## config.mk

```make
export PLATFORM = sky130hd
export DESIGN_NAME = lca_pair_scheduler
export DESIGN_NICKNAME = d
export VERILOG_FILES = /design/src/rtl/lca_pkg.sv /design/src/rtl/lca_pair_counter.sv /design/src/rtl/lca_pair_scheduler.sv
export SDC_FILE = /design/constraint.sdc
export NUM_CORES = 1
export LEC_CHECK = 0
export CELL_PAD_IN_SITES_DETAIL_PLACEMENT = 1
export CELL_PAD_IN_SITES_GLOBAL_PLACEMENT = 2
export CORE_ASPECT_RATIO = 1.4
export CORE_UTILIZATION = 37
export DETAILED_ROUTE_END_ITERATION = 8
export PLACE_DENSITY = 0.77
export SYNTH_ARGS = -nofsm -noshare
export SYNTH_HDL_FRONTEND = slang
export SYNTH_HIERARCHICAL = 1
export SYNTH_SLANG_ARGS = --single-unit
export TNS_END_PERCENT = 20
```

## constraint.sdc

```tcl
create_clock -name clk -period 6.01 [get_ports clk]
set_clock_uncertainty 0.15 [all_clocks]
set_input_delay 1.202 -clock clk [delete_from_list [all_inputs] [get_ports clk]]
set_output_delay 1.202 -clock clk [all_outputs]
set_load 0.03 [all_outputs]
```

## src/rtl/lca_pkg.sv

```systemverilog
// Shared types and sizing helpers for the pair scheduler.
package lca_pkg;

  typedef enum logic [1:0] {
    S_IDLE  = 2'd0,
    S_ISSUE = 2'd1,
    S_WAIT  = 2'd2,
    S_DONE  = 2'd3
  } state_t;

  localparam int MIN_PAIR_ENTRIES = 2;

  function automatic int pair_count(input int n);
    return n * (n - 1) / 2;
  endfunction

  // Width able to hold 0..depth-1, never narrower than one bit.
  function automatic int idx_width(input int depth);
    return (depth > 1) ? $clog2(depth) : 1;
  endfunction

endpackage

```

## src/rtl/lca_pair_counter.sv

```systemverilog
// Lexicographic (i,j) generator over all unordered pairs i<j<n.
module lca_pair_counter #(
  parameter int AW = 3,
  parameter int NW = 4
) (
  input  logic          clk,
  input  logic          rst_n,
  input  logic          init,
  input  logic          step,
  input  logic [NW-1:0] n,
  output logic [AW-1:0] i,
  output logic [AW-1:0] j,
  output logic          last
);

  logic [NW-1:0] i_ext;
  logic [NW-1:0] j_ext;
  logic          j_at_end;

  assign i_ext    = NW'(i);
  assign j_ext    = NW'(j);
  assign j_at_end = (j_ext == n - NW'(1));
  assign last     = j_at_end && (i_ext == n - NW'(2));

  always_ff @(posedge clk or negedge rst_n) begin
    if (!rst_n) begin
      i <= '0;
      j <= '0;
    end else if (init) begin
      i <= '0;
      j <= AW'(1);
    end else if (step) begin
      if (j_at_end) begin
        i <= i + AW'(1);
        j <= i + AW'(2);
      end else begin
        j <= j + AW'(1);
      end
    end
  end

endmodule

```

## src/rtl/lca_pair_scheduler.sv

```systemverilog
// Sweeps every unordered pair of stored (subject, object) tuples through one
// shared checker and accumulates the match count and first matching pair.
//
//   state   | meaning
//   S_IDLE  | table writable, waiting for start
//   S_ISSUE | pair request presented, waiting for chk_ready
//   S_WAIT  | request accepted, waiting for rsp_valid
//   S_DONE  | one-cycle done pulse, then back to idle
module lca_pair_scheduler
  import lca_pkg::*;
#(
  parameter int NUM_ENTRIES = 8,
  parameter int SUBJ_W      = 4,
  parameter int OBJ_W       = 4,
  localparam int AW         = idx_width(NUM_ENTRIES),
  localparam int NW         = idx_width(NUM_ENTRIES + 1),
  localparam int NUM_PAIRS  = pair_count(NUM_ENTRIES),
  localparam int CW         = idx_width(NUM_PAIRS + 1)
) (
  input  logic              clk,
  input  logic              rst_n,
  input  logic              wr_en,
  input  logic [AW-1:0]     wr_addr,
  input  logic [SUBJ_W-1:0] wr_subject,
  input  logic [OBJ_W-1:0]  wr_object,
  input  logic [NW-1:0]     num_valid,
  input  logic              start,
  output logic              busy,
  output logic              done,
  output logic              chk_valid,
  input  logic              chk_ready,
  output logic [SUBJ_W-1:0] chk_subject1,
  output logic [OBJ_W-1:0]  chk_object1,
  output logic [SUBJ_W-1:0] chk_subject2,
  output logic [OBJ_W-1:0]  chk_object2,
  input  logic              rsp_valid,
  input  logic              rsp_is_linear,
  output logic [CW-1:0]     match_count,
  output logic              first_found,
  output logic [AW-1:0]     first_i,
  output logic [AW-1:0]     first_j
);

  state_t            state;
  logic [SUBJ_W-1:0] tbl_subject [NUM_ENTRIES];
  logic [OBJ_W-1:0]  tbl_object  [NUM_ENTRIES];
  logic [NW-1:0]     n_eff;
  logic [NW-1:0]     n_q;
  logic [AW-1:0]     pair_i;
  logic [AW-1:0]     pair_j;
  logic              pair_last;
  logic              cnt_init;
  logic              cnt_step;

  assign n_eff    = (num_valid > NW'(NUM_ENTRIES)) ? NW'(NUM_ENTRIES) : num_valid;
  assign cnt_init = (state == S_IDLE) && start && (n_eff >= NW'(MIN_PAIR_ENTRIES));
  assign cnt_step = (state == S_WAIT) && rsp_valid && !pair_last;

  // Table is deliberately not reset so contents survive a reset.
  always_ff @(posedge clk) begin
    if (wr_en && state == S_IDLE) begin
      tbl_subject[wr_addr] <= wr_subject;
      tbl_object[wr_addr]  <= wr_object;
    end
  end

  // Read straight from the table so a write on the start cycle is seen.
  assign chk_subject1 = chk_valid ? tbl_subject[pair_i] : '0;
  assign chk_object1  = chk_valid ? tbl_object[pair_i]  : '0;
  assign chk_subject2 = chk_valid ? tbl_subject[pair_j] : '0;
  assign chk_object2  = chk_valid ? tbl_object[pair_j]  : '0;

  lca_pair_counter #(.AW(AW), .NW(NW)) u_pair_counter (
    .clk   (clk),
    .rst_n (rst_n),
    .init  (cnt_init),
    .step  (cnt_step),
    .n     (n_q),
    .i     (pair_i),
    .j     (pair_j),
    .last  (pair_last)
  );

  always_ff @(posedge clk or negedge rst_n) begin
    if (!rst_n) begin
      state       <= S_IDLE;
      busy        <= 1'b0;
      done        <= 1'b0;
      chk_valid   <= 1'b0;
      n_q         <= '0;
      match_count <= '0;
      first_found <= 1'b0;
      first_i     <= '0;
      first_j     <= '0;
    end else begin
      case (state)
        S_IDLE: begin
          if (start) begin
            n_q         <= n_eff;
            match_count <= '0;
            first_found <= 1'b0;
            first_i     <= '0;
            first_j     <= '0;
            busy        <= 1'b1;
            if (n_eff >= NW'(MIN_PAIR_ENTRIES)) begin
              state     <= S_ISSUE;
              chk_valid <= 1'b1;
            end else begin
              state <= S_DONE;
              done  <= 1'b1;
            end
          end
        end
        S_ISSUE: begin
          if (chk_ready) begin
            state     <= S_WAIT;
            chk_valid <= 1'b0;
          end
        end
        S_WAIT: begin
          if (rsp_valid) begin
            if (rsp_is_linear) begin
              match_count <= match_count + CW'(1);
              if (!first_found) begin
                first_found <= 1'b1;
                first_i     <= pair_i;
                first_j     <= pair_j;
              end
            end
            if (pair_last) begin
              state <= S_DONE;
              done  <= 1'b1;
            end else begin
              state     <= S_ISSUE;
              chk_valid <= 1'b1;
            end
          end
        end
        S_DONE: begin
          state <= S_IDLE;
          done  <= 1'b0;
          busy  <= 1'b0;
        end
        default: state <= S_IDLE;
      endcase
    end
  end

endmodule

```

==> qor.csv, run 1 <==
metric;value;unit
worstPathRequired;4.66;ns
violations;DRC;
synth-edff-count;64;
cts_setup_buffers;0;
yosys_warnings;6;
first_pass_iters;7;
p_per_area;468;mW/mm2
htree_levels;3;
combPwrFrac;41.6;%
num-nets-final;425;
rsz0062_at_grt;false;
endpoint_kind;output pin;
critPathBufInv;1;
fp.dieW;97.6;um
switching_share;37.2;%
hold_depth;1;
regArea;0.00260;mm2
ant_nets;0;
ys_seq_area_share;54.8;%
ctsResizeCount;0;
worst_ep_arrival_time;2.71;ns
rr_worst_depth;10;
dieArea;0.0133;mm2
hold_viol;0;
cellLeakagePower;2.06;nW
clkTransAtPathRegs;0.07;ns
syn2layout_area_growth;19.8;%
clk_latency;0.34;ns
max_slew_margin;31.7;%
tightest_slew;1.02;ns
antenna_found_initial;0;
p_clk_share;24.5;%
viasPerCell;5.61;
wl_per_cell;21.1;um
syn_avg_cell_area;13.3;um2
path_cells;nand2b_1 > o221ai_1 > a21oi_1 > clkdlybuf4s50_1;
max_freq;246;MHz
cts-root-buf;clkbuf_16;
drtIter0Drc;120;
min_period;4.06;ns
diodes;0;
ys_ff_latch;91;
grt_usage;18.9;%
max_stage_delay;0.80;ns
cts_inserted_buffers;9;
multi_input_area;0.00192;mm2
synth_cells;355;
start_kind;flip-flop;
dpl.hpwl;7950;um
num_io_pins;53;
cts_hold_buf;0;
drv_cap;0;
die_y;136;um
setup_viol;0;
p_sw;0.987;mW
vias;3099;
cts_tree;yes;
grt_max_degree;28;
path_delay_family;flip-flops;
drc;6;
hold_class;reg -> reg;
drive_above_1_share;19.9;%
slew_violations;0;
grt_pass1_vias;3360;
num_rows;48;
crit_fanout;15;
utilization;45.6;%
path_depth;4;
num-fill-cells;1274;
p_seq_share;33.9;%
crit_type;reg -> out;
fin_crit_sh;67.6;%
synthArstFlopShare;29.7;%
start_util;38.1;%
grt_pass1_wl;18600;um
place_congestion;0.744;
ys_types;49;
syn_nets;383;
core_area;0.0124;mm2
fin_tns_setup;0;ns
vdd.ir_drop.worst;166;uV
wirelength;11700;um
synthFlopType;edfxtp_1;
grt_overflow;0;
cp_slowest_cell;dfrtp_1;
io_buffer_count;52;
netlist_area;0.00474;mm2
clock_sinks;91;
cts.path.max_buffers;2;
status;finished with violations;
power.internal;1.67;mW
-- metrics by stage --
| step | hold WS, ns | worst slack, ns | std cells | area, um2 | total power, mW |
|---|---|---|---|---|---|
| final | 0.383 | 1.95 | 552 | 5670 | 2.65 |
| after detailed placement | 0.368 | 2.30 | 536 | 5340 | 2.03 |
| after global placement | 0.359 | 2.33 | 536 | 5340 | 2.01 |
| after floorplan | 0.323 | 2.97 | 355 | 4740 | 1.69 |
| after CTS | 0.387 | 1.90 | 552 | 5670 | 2.68 |
| after global routing | 0.407 | 1.81 | 552 | 5670 | 2.80 |
-- final cells by class --
class / count / share of cell area [%]
Tap cell: 150 / 3.31
Sequential cell: 91 / 45.8
Clock inverter: 4 / 1.74
Inverter: 25 / 1.65
Timing Repair Buffer: 55 / 9.57
Multi-Input combinational cell: 215 / 33.8
Clock buffer: 12 / 4.17
-- sequential cells by signal, indices dropped and copies added, names as in the netlist --
register,flops
match_count,5
n_q,4
busy,1
first_found,1
state,2
tbl_object,32
u_pair_counter/j,3
u_pair_counter/i,3
chk_valid,1
done,1
first_i,3
tbl_subject,32
first_j,3
-- synth_stat cells, drive strengths merged, types with 3 or more instances --
| cell | n | area share (%) |
|---|---|---|
| edfxtp | 64 | 41 |
| mux2 | 41 | 9.8 |
| dfrtp | 27 | 14 |
| inv | 25 | 2.0 |
| a21oi | 23 | 2.4 |
| buf | 18 | 2.5 |
| mux4 | 16 | 7.6 |
| o221ai | 16 | 3.0 |
| nand2 | 13 | 1.0 |
| a22o | 11 | 2.0 |
| nor2 | 11 | 0.87 |
| nand2b | 8 | 1.1 |
| nor2b | 7 | 0.92 |
| o21ai | 7 | 0.74 |
| clkbuf | 6 | 0.48 |
| ha | 6 | 1.6 |
| nand3 | 6 | 0.74 |
| or4 | 6 | 0.95 |
| xor2 | 5 | 1.1 |
| nor3 | 4 | 0.42 |
| o21bai | 4 | 0.71 |
| or2 | 4 | 0.53 |
| o211ai | 3 | 0.48 |
| o22ai | 3 | 0.40 |
| o31ai | 3 | 0.48 |
| xnor2 | 3 | 0.55 |
-- cells in the final DEF (no fill, tap or decap), types with 4 or more instances in the layout --
cell / count
nand3_1: 5
nor2_1: 11
nand2_1: 13
a22o_1: 11
ha_1: 6
nand2b_1: 8
o221ai_1: 16
or2_2: 4
clkbuf_16: 9
nor2b_1: 7
xor2_1: 4
edfxtp_1: 64
mux4_2: 16
dfrtp_1: 27
clkdlybuf4s50_1: 52
o21ai_0: 7
mux2_2: 38
inv_1: 25
a21oi_1: 23
or4_1: 6
-- kinds of logic (layout without fill, tap and decap cells) --
| logic type | Yosys count | after routing | share of synthesized area, % |
|---|---|---|---|
| DFF | 91 | 91 | 54.8 |
| xor gates and xnor gates | 9 | 9 | 2.11 |
| adders and majority gates | 6 | 6 | 1.59 |
| buffers and inverters | 49 | 96 | 4.91 |
| AOI/OAI and AO/OA | 75 | 75 | 11.1 |
| and+or+nand+nor | 67 | 67 | 7.82 |
| muxes | 58 | 58 | 17.6 |
-- per-layer routing --
| metal | GRT usage, % | wire [um] | share of wire, % |
|---|---|---|---|
| met5 | 0 | 0 | 0 |
| met1 | 22.7 | 4910 | 42 |
| met3 | 3.55 | 439 | 3.8 |
| met4 | 6.65 | 207 | 1.8 |
| met2 | 33.8 | 6120 | 52 |
-- path summary, 6_finish.rpt --
| check | from | to | slack (ns) |
|---|---|---|---|
| max | u_pair_counter/i[2] | chk_subject1[0] | 1.95 |
| min | first_i[1] | first_i[1] | 0.38 |
| max reg2reg | n_q[1] | u_pair_counter/j[0] | 2.43 |
| min reg2reg | first_i[1] | first_i[1] | 0.38 |
| max in group asynchronous | rst_n | n_q[2] | 4.33 |
| min in group asynchronous | rst_n | match_count[0] | 1.10 |
-- power by group through the flow --
stage / Combinational, mW / Sequential [mW] / Clock (mW)
after global routing: 1.20 / 0.918 / 0.679
after detailed placement: 1.11 / 0.917 / 0
after floorplan: 0.819 / 0.868 / 0
final: 1.10 / 0.900 / 0.649
after CTS: 1.12 / 0.904 / 0.655
after global placement: 1.10 / 0.910 / 0
Note: power is estimated with default switching activity, not from simulation.
==> run 2, diff against run 1 <==
--- a/config.mk
+++ b/config.mk
@@ -8,9 +8,9 @@
 export CELL_PAD_IN_SITES_DETAIL_PLACEMENT = 1
 export CELL_PAD_IN_SITES_GLOBAL_PLACEMENT = 2
 export CORE_ASPECT_RATIO = 1.4
-export CORE_UTILIZATION = 37
+export CORE_UTILIZATION = 35
 export DETAILED_ROUTE_END_ITERATION = 8
-export PLACE_DENSITY = 0.77
+export PLACE_DENSITY = 0.76
 export SYNTH_ARGS = -nofsm -noshare
 export SYNTH_HDL_FRONTEND = slang
 export SYNTH_HIERARCHICAL = 1
==> constraint.sdc (replaced) <==
create_clock -name clk -period 3.7 [get_ports clk]
set_clock_uncertainty 0.15 [all_clocks]
set_input_delay 0.74 -clock clk [delete_from_list [all_inputs] [get_ports clk]]
set_output_delay 0.74 -clock clk [all_outputs]
set_load 0.03 [all_outputs]
==> run 2 against run 1 <==
  * The run now ends clean
  * Utilization shrank 1.3 points
  * Worst hold slack lost 0.0016 ns
  * Flip-flop and latch count is the same
  * Cell area grew 1.6%
  * Setup slack lost 1.7 ns
  * Combinational power grew 71%
  * Final cell count grew 8.2%
  * Clock-buffer cell count shrank 2
  * Total power grew 56%
  * Critical path type unchanged
==> qor.csv, run 2 (same netlist as run 1, synthesis figures left out) <==
metric;value;unit;change
final_cell_mix;edfxtp_1, clkdlybuf4s50_1, mux2_2, dfrtp_1, inv_1;;
p_clk_share;19.9;%;-4.6 points
fin_crit_sh;93.1;%;
wl_per_cell;19.9;um;-5.9%
rr_worst_depth;8;;-2
rsz0062_at_grt;false;;
crit_fanout;11;;-4
diodes;0;;unchanged
drive_above_1_share;22.4;%;+2.5 points
final_common_cell;edfxtp_1;;
antenna_found_initial;0;;unchanged
num_rows;49;;+2.1%
endpoint_kind;output pin;;
slew_violations;0;;unchanged
max_freq;290;MHz;
wirelength;11900;um;+1.8%
fp.dieW;100;um;+2.8%
min_from;first_j[0];;
tightest_slew;0.769;ns;-0.251 ns
hold_depth;1;;unchanged
worst_ep_arrival_time;2.55;ns;-0.16 ns
grt_pass1_wl;19000;um;+2.0%
cp_slowest_cell;clkdlybuf4s50_1;;
clkTransAtPathRegs;0.07;ns;about the same
hold_class;reg -> reg;;
grt_max_degree;28;;unchanged
cts_inserted_buffers;9;;unchanged
setup_viol;0;;unchanged
p_per_area;719;mW/mm2;+54%
final_cell_count_no_fill;597;;+8.2%
dpl.hpwl;8240;um;+3.7%
reg_top3;tbl_object (32), tbl_subject (32), match_count (5);;
vias;3168;;+2.2%
crit_type;reg -> out;;
syn2layout_area_growth;21.7;%;
grt_overflow;0;;unchanged
rr_endpoint;u_pair_counter/j[0];;
regToRegSetupSlack;0.53;ns;-1.90 ns
hold_end;first_j[0];;
clock_sinks;91;;unchanged
num-nets-final;442;;+4.0%
ant_nets;0;;unchanged
max_stage_delay;0.69;ns;-0.11 ns
path_delay_family;buffers and inverters;;
cts_setup_buffers;0;;unchanged
first_pass_iters;5;;-2
max_slew_margin;48.7;%;+17 points
drtIter0Drc;121;;+0.83%
cts_tree;yes;;
drc;0;;-6
reg2reg_from;u_pair_counter/j[2];;
core_area;0.0130;mm2;+4.5%
die_y;140;um;+2.8%
io_buffer_count;52;;unchanged
htree_levels;3;;unchanged
start_kind;flip-flop;;
power.internal;2.55;mW;+53%
cellLeakagePower;2.11;nW;+2.7%
ctsResizeCount;0;;unchanged
start_util;36.4;%;-1.7 points
num_io_pins;53;;unchanged
critPathBufInv;1;;unchanged
cts_hold_buf;0;;unchanged
fin_tns_setup;0;ns;unchanged
dp_cells;581;;+8.4%
grt_pass1_vias;3502;;+4.2%
drv_cap;0;;unchanged
p_sw;1.60;mW;+62%
viasPerCell;5.31;;-5.5%
worstPathRequired;2.81;ns;-1.85 ns
switching_share;38.6;%;+1.4 points
cts-root-buf;clkbuf_16;;
min_period;3.44;ns;
utilization;44.3;%;-1.3 points
dieArea;0.0140;mm2;+5.6%
clk_latency;0.34;ns;about the same
grt_usage;18.3;%;-0.58 points
vdd.ir_drop.worst;269;uV;+62%
hold_viol;0;;unchanged
status;finished, final reports clean;;
p_seq_share;34.9;%;+1.0 points
path_cells;nand2b_1 > o221ai_1 > a21oi_1 > clkdlybuf4s50_1;;
cts.path.max_buffers;2;;unchanged
place_congestion;0.759;;+2.0%
combPwrFrac;45.3;%;+3.7 points
## run 2: changes by cell type in the layout (fill, tap and decap cells not counted)
cell | previous run | this run
buf_12 | 0 | 1
clkbuf_1 | 3 | 1
clkinv_2 | 0 | 1
clkinvlp_4 | 0 | 1
clkinv_1 | 0 | 3
buf_4 | 3 | 19
bufinv_16 | 3 | 0
nor3_2 | 2 | 0
nor3_1 | 2 | 4
## run 2: worst max-delay path by stage
| stage | slack (ns) | cells after the start | from | endpoint |
|---|---|---|---|---|
| after floorplan | 0.77 | 11 | n_q[1] | u_pair_counter/j[0] |
| after global placement | 0.61 | 4 | u_pair_counter/j[2] | chk_object2[2] |
| after CTS | 0.21 | 4 | u_pair_counter/j[2] | chk_object2[2] |
| after global routing | 0.12 | 4 | u_pair_counter/j[2] | chk_object2[2] |
| final | 0.26 | 4 | u_pair_counter/j[2] | chk_subject2[3] |
| after detailed placement | 0.56 | 10 | n_q[1] | u_pair_counter/j[0] |
## run 2: cell type report
type / count / area [um2]
Fill cell: 1384 / 7230
Clock buffer: 10 / 229
Multi-Input combinational cell: 215 / 1910
Clock inverter: 6 / 32.5
Tap cell: 178 / 223
Sequential cell: 91 / 2600
Inverter: 25 / 93.8
Timing Repair Buffer: 72 / 683
## run 2: per-layer routing
metal / global-route usage [%] / up-vias / share of wire (%)
met2: 33.5 / 65 / 54
met5: 0 / - / 0
met4: 6.56 / 0 / 2.3
met1: 20.8 / 1616 / 41
li1: - / 1469 / -
met3: 3.47 / 18 / 3.0
## run 2: power by group through the flow
| stage | Sequential (mW) | Clock [mW] | Combinational, mW |
|---|---|---|---|
| 2_1_floorplan | 1.41 | 0 | 1.33 |
| 3_3_place_gp | 1.46 | 0 | 1.87 |
| 3_5_place_dp | 1.47 | 0 | 1.89 |
| 4_1_cts | 1.45 | 0.840 | 1.90 |
| 5_1_grt | 1.47 | 0.886 | 2.04 |
| 6_report | 1.44 | 0.823 | 1.88 |
## run 2: worst register-to-register path, stage by stage (launching register included)
cell and delay, ns:
dfrtp_1 0.68, xnor3_1 0.43, nand3_2 0.19, nor3_1 0.12, nor3b_1 0.24, and2_1 0.30
inv_1 0.15, or4_1 0.55, a31o_1 0.25
## run 2: stage by stage
step	area (um2)	hold slack (ns)	setup WS, ns	total power [mW]
floorplan	4740	0.294	0.767	2.74
global placement	5500	0.367	0.609	3.33
detailed placement	5500	0.370	0.556	3.36
CTS	5760	0.388	0.208	4.19
global route	5760	0.410	0.116	4.39
finish	5760	0.381	0.256	4.14
